File: src/rtl/fifo_mon_pkg.sv
// Shared types for the FIFO flag monitor.
// Holds check indices, monitor states and a priority helper.
package fifo_mon_pkg;

  localparam int NUM_CHECKS = 7;

  typedef enum logic [2:0] {
    CHK_FULL   = 3'd0,
    CHK_EMPTY  = 3'd1,
    CHK_AFULL  = 3'd2,
    CHK_AEMPTY = 3'd3,
    CHK_ACK    = 3'd4,
    CHK_OVF    = 3'd5,
    CHK_UDF    = 3'd6
  } chk_e;

  typedef enum logic [1:0] {
    DISARMED = 2'd0,
    ARMED    = 2'd1,
    HALTED   = 2'd2
  } mon_state_e;

  function automatic logic [2:0] lowest_set(
    input logic [NUM_CHECKS-1:0] v
  );
    lowest_set = 3'd0;
    for (int i = NUM_CHECKS - 1; i >= 0; i--)
      if (v[i]) lowest_set = 3'(i);
  endfunction

endpackage

File: src/rtl/fifo_shadow_model.sv
// Occupancy model of a synchronous FIFO: accept logic, expected flags.
// Ports: clk, rst, wr_en, rd_en in; cnt and exp_* flags/responses out.
module fifo_shadow_model
  import fifo_mon_pkg::*;
#(
  parameter int DEPTH  = 8,
  parameter int AF_GAP = 1,
  parameter int AE_GAP = 1,
  parameter int CW     = $clog2(DEPTH + 1)
) (
  input  logic          clk,
  input  logic          rst,
  input  logic          wr_en,
  input  logic          rd_en,
  output logic [CW-1:0] cnt,
  output logic          exp_full,
  output logic          exp_empty,
  output logic          exp_afull,
  output logic          exp_aempty,
  output logic          exp_ack,
  output logic          exp_ovf,
  output logic          exp_udf
);

  localparam logic [CW-1:0] FULL_C = CW'(DEPTH);
  localparam logic [CW-1:0] AF_C   = CW'(DEPTH - AF_GAP);
  localparam logic [CW-1:0] AE_C   = CW'(AE_GAP);

  logic at_full;
  logic at_empty;
  logic wr_acc;
  logic rd_acc;

  assign at_full  = (cnt == FULL_C);
  assign at_empty = (cnt == '0);

  // At full a simultaneous read frees no slot for this cycle's write;
  // at empty the write's data is not yet readable.
  assign wr_acc = wr_en & ~at_full;
  assign rd_acc = rd_en & ~at_empty;

  assign exp_full   = at_full;
  assign exp_empty  = at_empty;
  assign exp_afull  = (cnt == AF_C);
  assign exp_aempty = (cnt == AE_C);

  always_ff @(posedge clk or posedge rst) begin
    if (rst) begin
      cnt     <= '0;
      exp_ack <= 1'b0;
      exp_ovf <= 1'b0;
      exp_udf <= 1'b0;
    end else begin
      cnt     <= cnt + CW'(wr_acc) - CW'(rd_acc);
      exp_ack <= wr_acc;
      exp_ovf <= wr_en & at_full;
      exp_udf <= rd_en & at_empty;
    end
  end

endmodule

File: src/rtl/fifo_flag_monitor.sv
// Protocol monitor: compares FIFO flags/responses with a shadow model.
// Ports: mon_* observed inputs; err_* status, shadow_count, state out.
module fifo_flag_monitor
  import fifo_mon_pkg::*;
#(
  parameter int DEPTH       = 8,
  parameter int AF_GAP      = 1,
  parameter int AE_GAP      = 1,
  parameter int ERR_CNT_W   = 8,
  parameter int STOP_ON_ERR = 0
) (
  input  logic                         clk,
  input  logic                         rst,
  input  logic                         mon_en,
  input  logic                         err_clr,
  input  logic                         mon_wr_en,
  input  logic                         mon_rd_en,
  input  logic                         mon_full,
  input  logic                         mon_almostfull,
  input  logic                         mon_empty,
  input  logic                         mon_almostempty,
  input  logic                         mon_wr_ack,
  input  logic                         mon_overflow,
  input  logic                         mon_underflow,
  output logic [$clog2(DEPTH+1)-1:0]   shadow_count,
  output logic [NUM_CHECKS-1:0]        err_vec,
  output logic                         err_pulse,
  output logic [ERR_CNT_W-1:0]         err_count,
  output logic [2:0]                   first_err_id,
  output logic [$clog2(DEPTH+1)-1:0]   first_err_cnt,
  output logic [1:0]                   state
);

  localparam int CW = $clog2(DEPTH + 1);
  localparam logic [ERR_CNT_W-1:0] CNT_MAX = '1;

  logic [NUM_CHECKS-1:0] exp_v;
  logic [NUM_CHECKS-1:0] obs_v;
  logic [NUM_CHECKS-1:0] mism;
  logic                  err_now;
  logic [ERR_CNT_W-1:0]  cnt_base;
  logic [ERR_CNT_W-1:0]  cnt_nxt;
  logic [NUM_CHECKS-1:0] vec_nxt;
  logic                  load_first;
  mon_state_e            st;
  mon_state_e            st_nxt;

  fifo_shadow_model #(
    .DEPTH (DEPTH),
    .AF_GAP(AF_GAP),
    .AE_GAP(AE_GAP),
    .CW    (CW)
  ) u_model (
    .clk       (clk),
    .rst       (rst),
    .wr_en     (mon_wr_en),
    .rd_en     (mon_rd_en),
    .cnt       (shadow_count),
    .exp_full  (exp_v[CHK_FULL]),
    .exp_empty (exp_v[CHK_EMPTY]),
    .exp_afull (exp_v[CHK_AFULL]),
    .exp_aempty(exp_v[CHK_AEMPTY]),
    .exp_ack   (exp_v[CHK_ACK]),
    .exp_ovf   (exp_v[CHK_OVF]),
    .exp_udf   (exp_v[CHK_UDF])
  );

  assign obs_v = {mon_underflow, mon_overflow, mon_wr_ack,
                  mon_almostempty, mon_almostfull,
                  mon_empty, mon_full};

  assign mism    = obs_v ^ exp_v;
  assign err_now = (|mism) && (st == ARMED);
  assign state   = st;

  // A clear coinciding with a new error restarts history from that error.
  always_comb begin
    cnt_base = err_clr ? '0 : err_count;
    cnt_nxt  = cnt_base;
    if (err_now && cnt_base != CNT_MAX)
      cnt_nxt = cnt_base + ERR_CNT_W'(1);
    vec_nxt = err_clr ? '0 : err_vec;
    if (err_now)
      vec_nxt = vec_nxt | mism;
    load_first = err_now && (cnt_base == '0);
  end

  always_comb begin
    st_nxt = st;
    case (st)
      DISARMED: if (mon_en) st_nxt = ARMED;
      ARMED: begin
        if (err_now && STOP_ON_ERR != 0) st_nxt = HALTED;
        else if (!mon_en)                st_nxt = DISARMED;
      end
      HALTED:   if (err_clr) st_nxt = ARMED;
      default:  st_nxt = DISARMED;
    endcase
  end

  always_ff @(posedge clk or posedge rst) begin
    if (rst) begin
      st            <= DISARMED;
      err_vec       <= '0;
      err_pulse     <= 1'b0;
      err_count     <= '0;
      first_err_id  <= 3'd0;
      first_err_cnt <= '0;
    end else begin
      st        <= st_nxt;
      err_vec   <= vec_nxt;
      err_pulse <= err_now;
      err_count <= cnt_nxt;
      if (load_first) begin
        first_err_id  <= lowest_set(mism);
        first_err_cnt <= shadow_count;
      end
    end
  end

endmodule

File: config.mk
export PLATFORM = sky130hd
export DESIGN_NAME = fifo_flag_monitor
export DESIGN_NICKNAME = d
export VERILOG_FILES = /design/src/rtl/fifo_mon_pkg.sv /design/src/rtl/fifo_shadow_model.sv /design/src/rtl/fifo_flag_monitor.sv
export SDC_FILE = /design/constraint.sdc
export NUM_CORES = 1
export LEC_CHECK = 0
export CAP_MARGIN = 20
export CORE_ASPECT_RATIO = 1.1
export CORE_MARGIN = 2
export CORE_UTILIZATION = 41
export CTS_CLUSTER_DIAMETER = 150
export CTS_CLUSTER_SIZE = 40
export DETAILED_ROUTE_END_ITERATION = 6
export HOLD_SLACK_MARGIN = 0.03
export PLACE_DENSITY = 0.8
export SLEW_MARGIN = 20
export SYNTH_ARGS = -nofsm -noshare
export SYNTH_HDL_FRONTEND = slang
export SYNTH_SLANG_ARGS = --single-unit
export TNS_END_PERCENT = 50
File: constraint.sdc
create_clock -name clk -period 2.2 [get_ports clk]
set_input_delay 0.55 -clock clk [delete_from_list [all_inputs] [get_ports clk]]
set_output_delay 0.55 -clock clk [all_outputs]
set_load 0.005 [all_outputs]
==> Implementation_results.wiki <==
{| class="wikitable"
! Metric !! Value
|-
| Share of post-route cells with drive strength above 1 || 0.336
|-
| Outcome || finished with violations
|-
| Most used standard cells in the synthesized netlist || dfrtp_1 (31), inv_1 (15), nor2_1 (12)
|-
| Non-filler instance count after layout || 307
|-
| Proportion of register bits with asynchronous set or reset after synthesis || 1.00
|-
| Largest cells by area after synthesis || dfrtp_1 (43%), ha_1 (6.3%), xnor2_1 (4.4%)
|-
| Total CTS buffers || 5
|-
| TritonCTS clock tree || built
|-
| Post-synthesis instance area || 1790 sq um
|-
| Final Worst Setup Slack || -0.0515 ns
|-
| Bufs on Longest Clock Path || 2
|-
| Starting DRC count in detailed routing || 90
|-
| Via count || 1,579
|-
| Pwr per Cell Area || 1010 nW/um^2
|-
| Transition at the pin with the smallest max-transition slack || 0.619 ns
|-
| Hold Worst Slack || 0.512 ns
|-
| Number of global-route vias before repair || 1,562
|-
| Placeable core region || 4250 sq um
|-
| Wire length of the first global-routing pass || 7040 um
|-
| Post-synth cell types || 46
|-
| Antenna cell count || 0
|-
| Residual antenna-violating net count after detailed routing || 0
|-
| Share of synthesized area occupied by flip-flops and latches || 0.434
|-
| DR pass1 iterations || 4
|-
| Worst IR drop on VDD || 0.738 mV
|-
| Fillers || 339
|-
| Floorplan die width || 67.0 um
|-
| Required time at the endpoint of the critical path || 2.37 ns
|-
| Largest net degree at the start of global routing || 32
|-
| Accumulated negative setup slack || -0.399 ns
|-
| Boundary pin count || 42
|-
| DRC violation count after routing || 0
|-
| Placed instance count || 290
|-
| Root buffer selected by CTS || clkbuf_8
|-
| Most repeated cell in the gate-level netlist after synthesis || dfrtp_1
|-
| Startpoint Class || flip-flop
|-
| Share of the synthesized area in the top cell type || 0.434
|-
| Initial cell density of the core || 0.421
|-
| Most area-hungry cell type in the Yosys netlist || dfrtp_1
|-
| Count of synthesis-stage warnings from yosys || 0
|-
| Growth of design area from synthesis to finish || 53.8%
|-
| Worst slew slack as a fraction of its limit || 0.586
|-
| Arrival time reported for the critical path endpoint || 2.42 ns
|-
| Via density per instance || 5.14
|-
| Failing checks || negative setup slack
|-
| Maximum level of the CTS H-tree || 2
|-
| # port buffers || 40
|-
| Leakage power || 1.28 nW
|-
| Initial antenna violation count || 0
|-
| Count of final setup violators || 11
|-
| Flops & latches, synth || 31
|-
| Floorplan die area || 4910 sq um
|-
| GRT Util Overall || 0.191
|-
| Final number of max-transition violations || 0
|-
| Number of placement rows || 25
|-
| Post-route fraction of the period consumed by the critical path || 1.02
|-
| RSZ-0062 raised after global routing || yes
|-
| Final Hold Violating Endpoints || 0
|-
| HPWL after DPL || 3140 um
|-
| Final design area excluding fillers || 2750 sq um
|-
| Routability Congestion || 0.832
|-
| Clock latency at the later pin of the worst-skew pair || 0.28 ns
|-
| EDFF count, synth || 0
|-
| Clock transition at the register clock pins on the worst setup and hold paths after CTS || 0.07 ns
|-
| Total grt overflow || 0
|-
| Tmin final || 2.25 ns
|-
| Count of max-cap constraint violations || 0
|-
| Category of the most critical setup path || reg2reg
|-
| Worst hold path class || reg2reg
|-
| Maximum fanout along the worst path || 6
|-
| Worst setup skew after layout || 0.00403 ns
|-
| Height of the die || 73.3 um
|-
| Synth Area per Inst || 10.5 sq um
|-
| Syn Nets || 193
|-
| Worst Setup End Kind || flip-flop
|-
| Post-layout net count || 275
|-
| Max Fclk || 0.444 GHz
|-
| Predominant post-synthesis flop cell || dfrtp_1
|-
| Post-Route WL || 4430 um
|-
| Synth Instances || 170
|-
| Number of clock sinks || 31
|-
| Placed inst area || 2480 sq um
|-
| Drt wl/cell || 14.4 um
|}
-- sequential cells by signal, indices dropped and copies added (netlist names) --
register         flops
state                1
first_err_id         3
u_model.cnt          4
u_model.exp_udf      1
first_err_cnt        4
u_model.exp_ovf      1
err_vec              7
err_count            8
err_pulse            1
u_model.exp_ack      1
-- placed cells by master (no fill, tap or decap), types with 2 or more instances in the layout --
cell	netlist	layout
nand2b_1	2	2
nand3_1	4	4
nand4_1	4	4
mux2_1	4	4
xor2_1	3	3
xnor2_1	9	8
o2bb2ai_1	2	2
inv_2	0	6
nor2b_1	5	4
a21oi_1	8	7
nand2_1	10	10
clkdlybuf4s50_1	0	39
ha_1	9	6
a211oi_2	0	2
clkinv_2	0	3
buf_4	1	38
buf_6	1	3
mux2i_1	2	2
inv_1	15	9
nor2_1	12	11
clkbuf_8	0	5
a21oi_2	1	2
o21ai_4	1	2
ha_4	0	2
and3_1	3	3
dfrtp_1	31	31
a22o_1	5	5
mux2_4	0	6
-- final timing paths --
check | start | to | slack, ns | depth (start not counted)
worst max-delay path | u_model.cnt[2] | first_err_cnt[2] | -0.05 | 8
worst min-delay path | err_vec[3] | err_vec[3] | 0.51 | 1
worst max register to register | u_model.cnt[2] | first_err_cnt[2] | -0.05 | 8
worst min register to register | err_vec[3] | err_vec[3] | 0.51 | 1
max in group asynchronous | rst | u_model.exp_ack | 1.26 | 3
min in group asynchronous | rst | u_model.cnt[0] | 0.64 | 3
-- final cells by class --
cell class | count | area (sq um) | share of cell area
sequential | 31 | 776 | 0.282
multi-input combinational | 117 | 1030 | 0.374
tap | 54 | 67.6 | 0.0246
clock inverter | 3 | 15.0 | 0.00546
timing repair buffer | 82 | 738 | 0.268
clock buffer | 5 | 68.8 | 0.0250
inverter | 15 | 56.3 | 0.0205
-- power breakdown --
group          leakage (nW)  switching, mW  internal (mW)  total [mW]
combinational         0.846          0.590          0.899        1.49
clock                0.0477          0.220          0.216       0.436
sequential            0.388          0.139          0.723       0.862
-- worst max-delay path, cell delays in order (launching register included) --
cell and delay (ns):
dfrtp_1 0.43, inv_2 0.13, ha_4 0.17, nand3b_4 0.09, or3b_4 0.43, a32o_2 0.32
o21ai_4 0.15, buf_12 0.14, mux2_4 0.29
-- through the flow --
step,utilization,total power [mW],worst slack [ns]
finish,0.647,2.79,-0.0515
global route,0.647,2.98,-0.135
CTS,0.637,2.71,-0.0114
detailed placement,0.582,2.09,-0.440
global placement,0.582,2.04,-0.408
floorplan,-,1.48,-0.000547
-- per-layer routing --
| layer | vias up | part of all wire | track usage | wire (um) |
|---|---|---|---|---|
| li1 | 753 | - | - | - |
| met2 | 49 | 0.52 | 0.339 | 2320 |
| met5 | - | 0 | 0 | 0 |
| met3 | 6 | 0.046 | 0.0505 | 203 |
| met1 | 771 | 0.41 | 0.222 | 1830 |
| met4 | 0 | 0.017 | 0.0680 | 77 |
-- kinds of logic (layout without fill, tap and decap cells) --
logic type | count (synthesis) | in the layout | share of synthesized area
xor gates and xnor gates | 12 | 12 | 0.0587
and+or+nand+nor | 52 | 52 | 0.167
muxes | 12 | 12 | 0.0741
adders and majority gates | 10 | 10 | 0.0741
DFF | 31 | 31 | 0.434
AOI/OAI and AO/OA | 30 | 30 | 0.136
other | 1 | 1 | 0.00210
buffers and inverters | 22 | 105 | 0.0538
-- repair_timing --
| item | 4_1_cts | 5_1_grt |
|---|---|---|
| setup endpoints to repair | 16 | 19 |
| gates resized for setup | 27 | 6 |
| pin swaps | 11 | 4 |
| endpoints found under the hold margin | 0 | 0 |
| hold buffers | 0 | 0 |
| buffers inserted | 7 | 2 |
(Power assumes the default switching activity.)
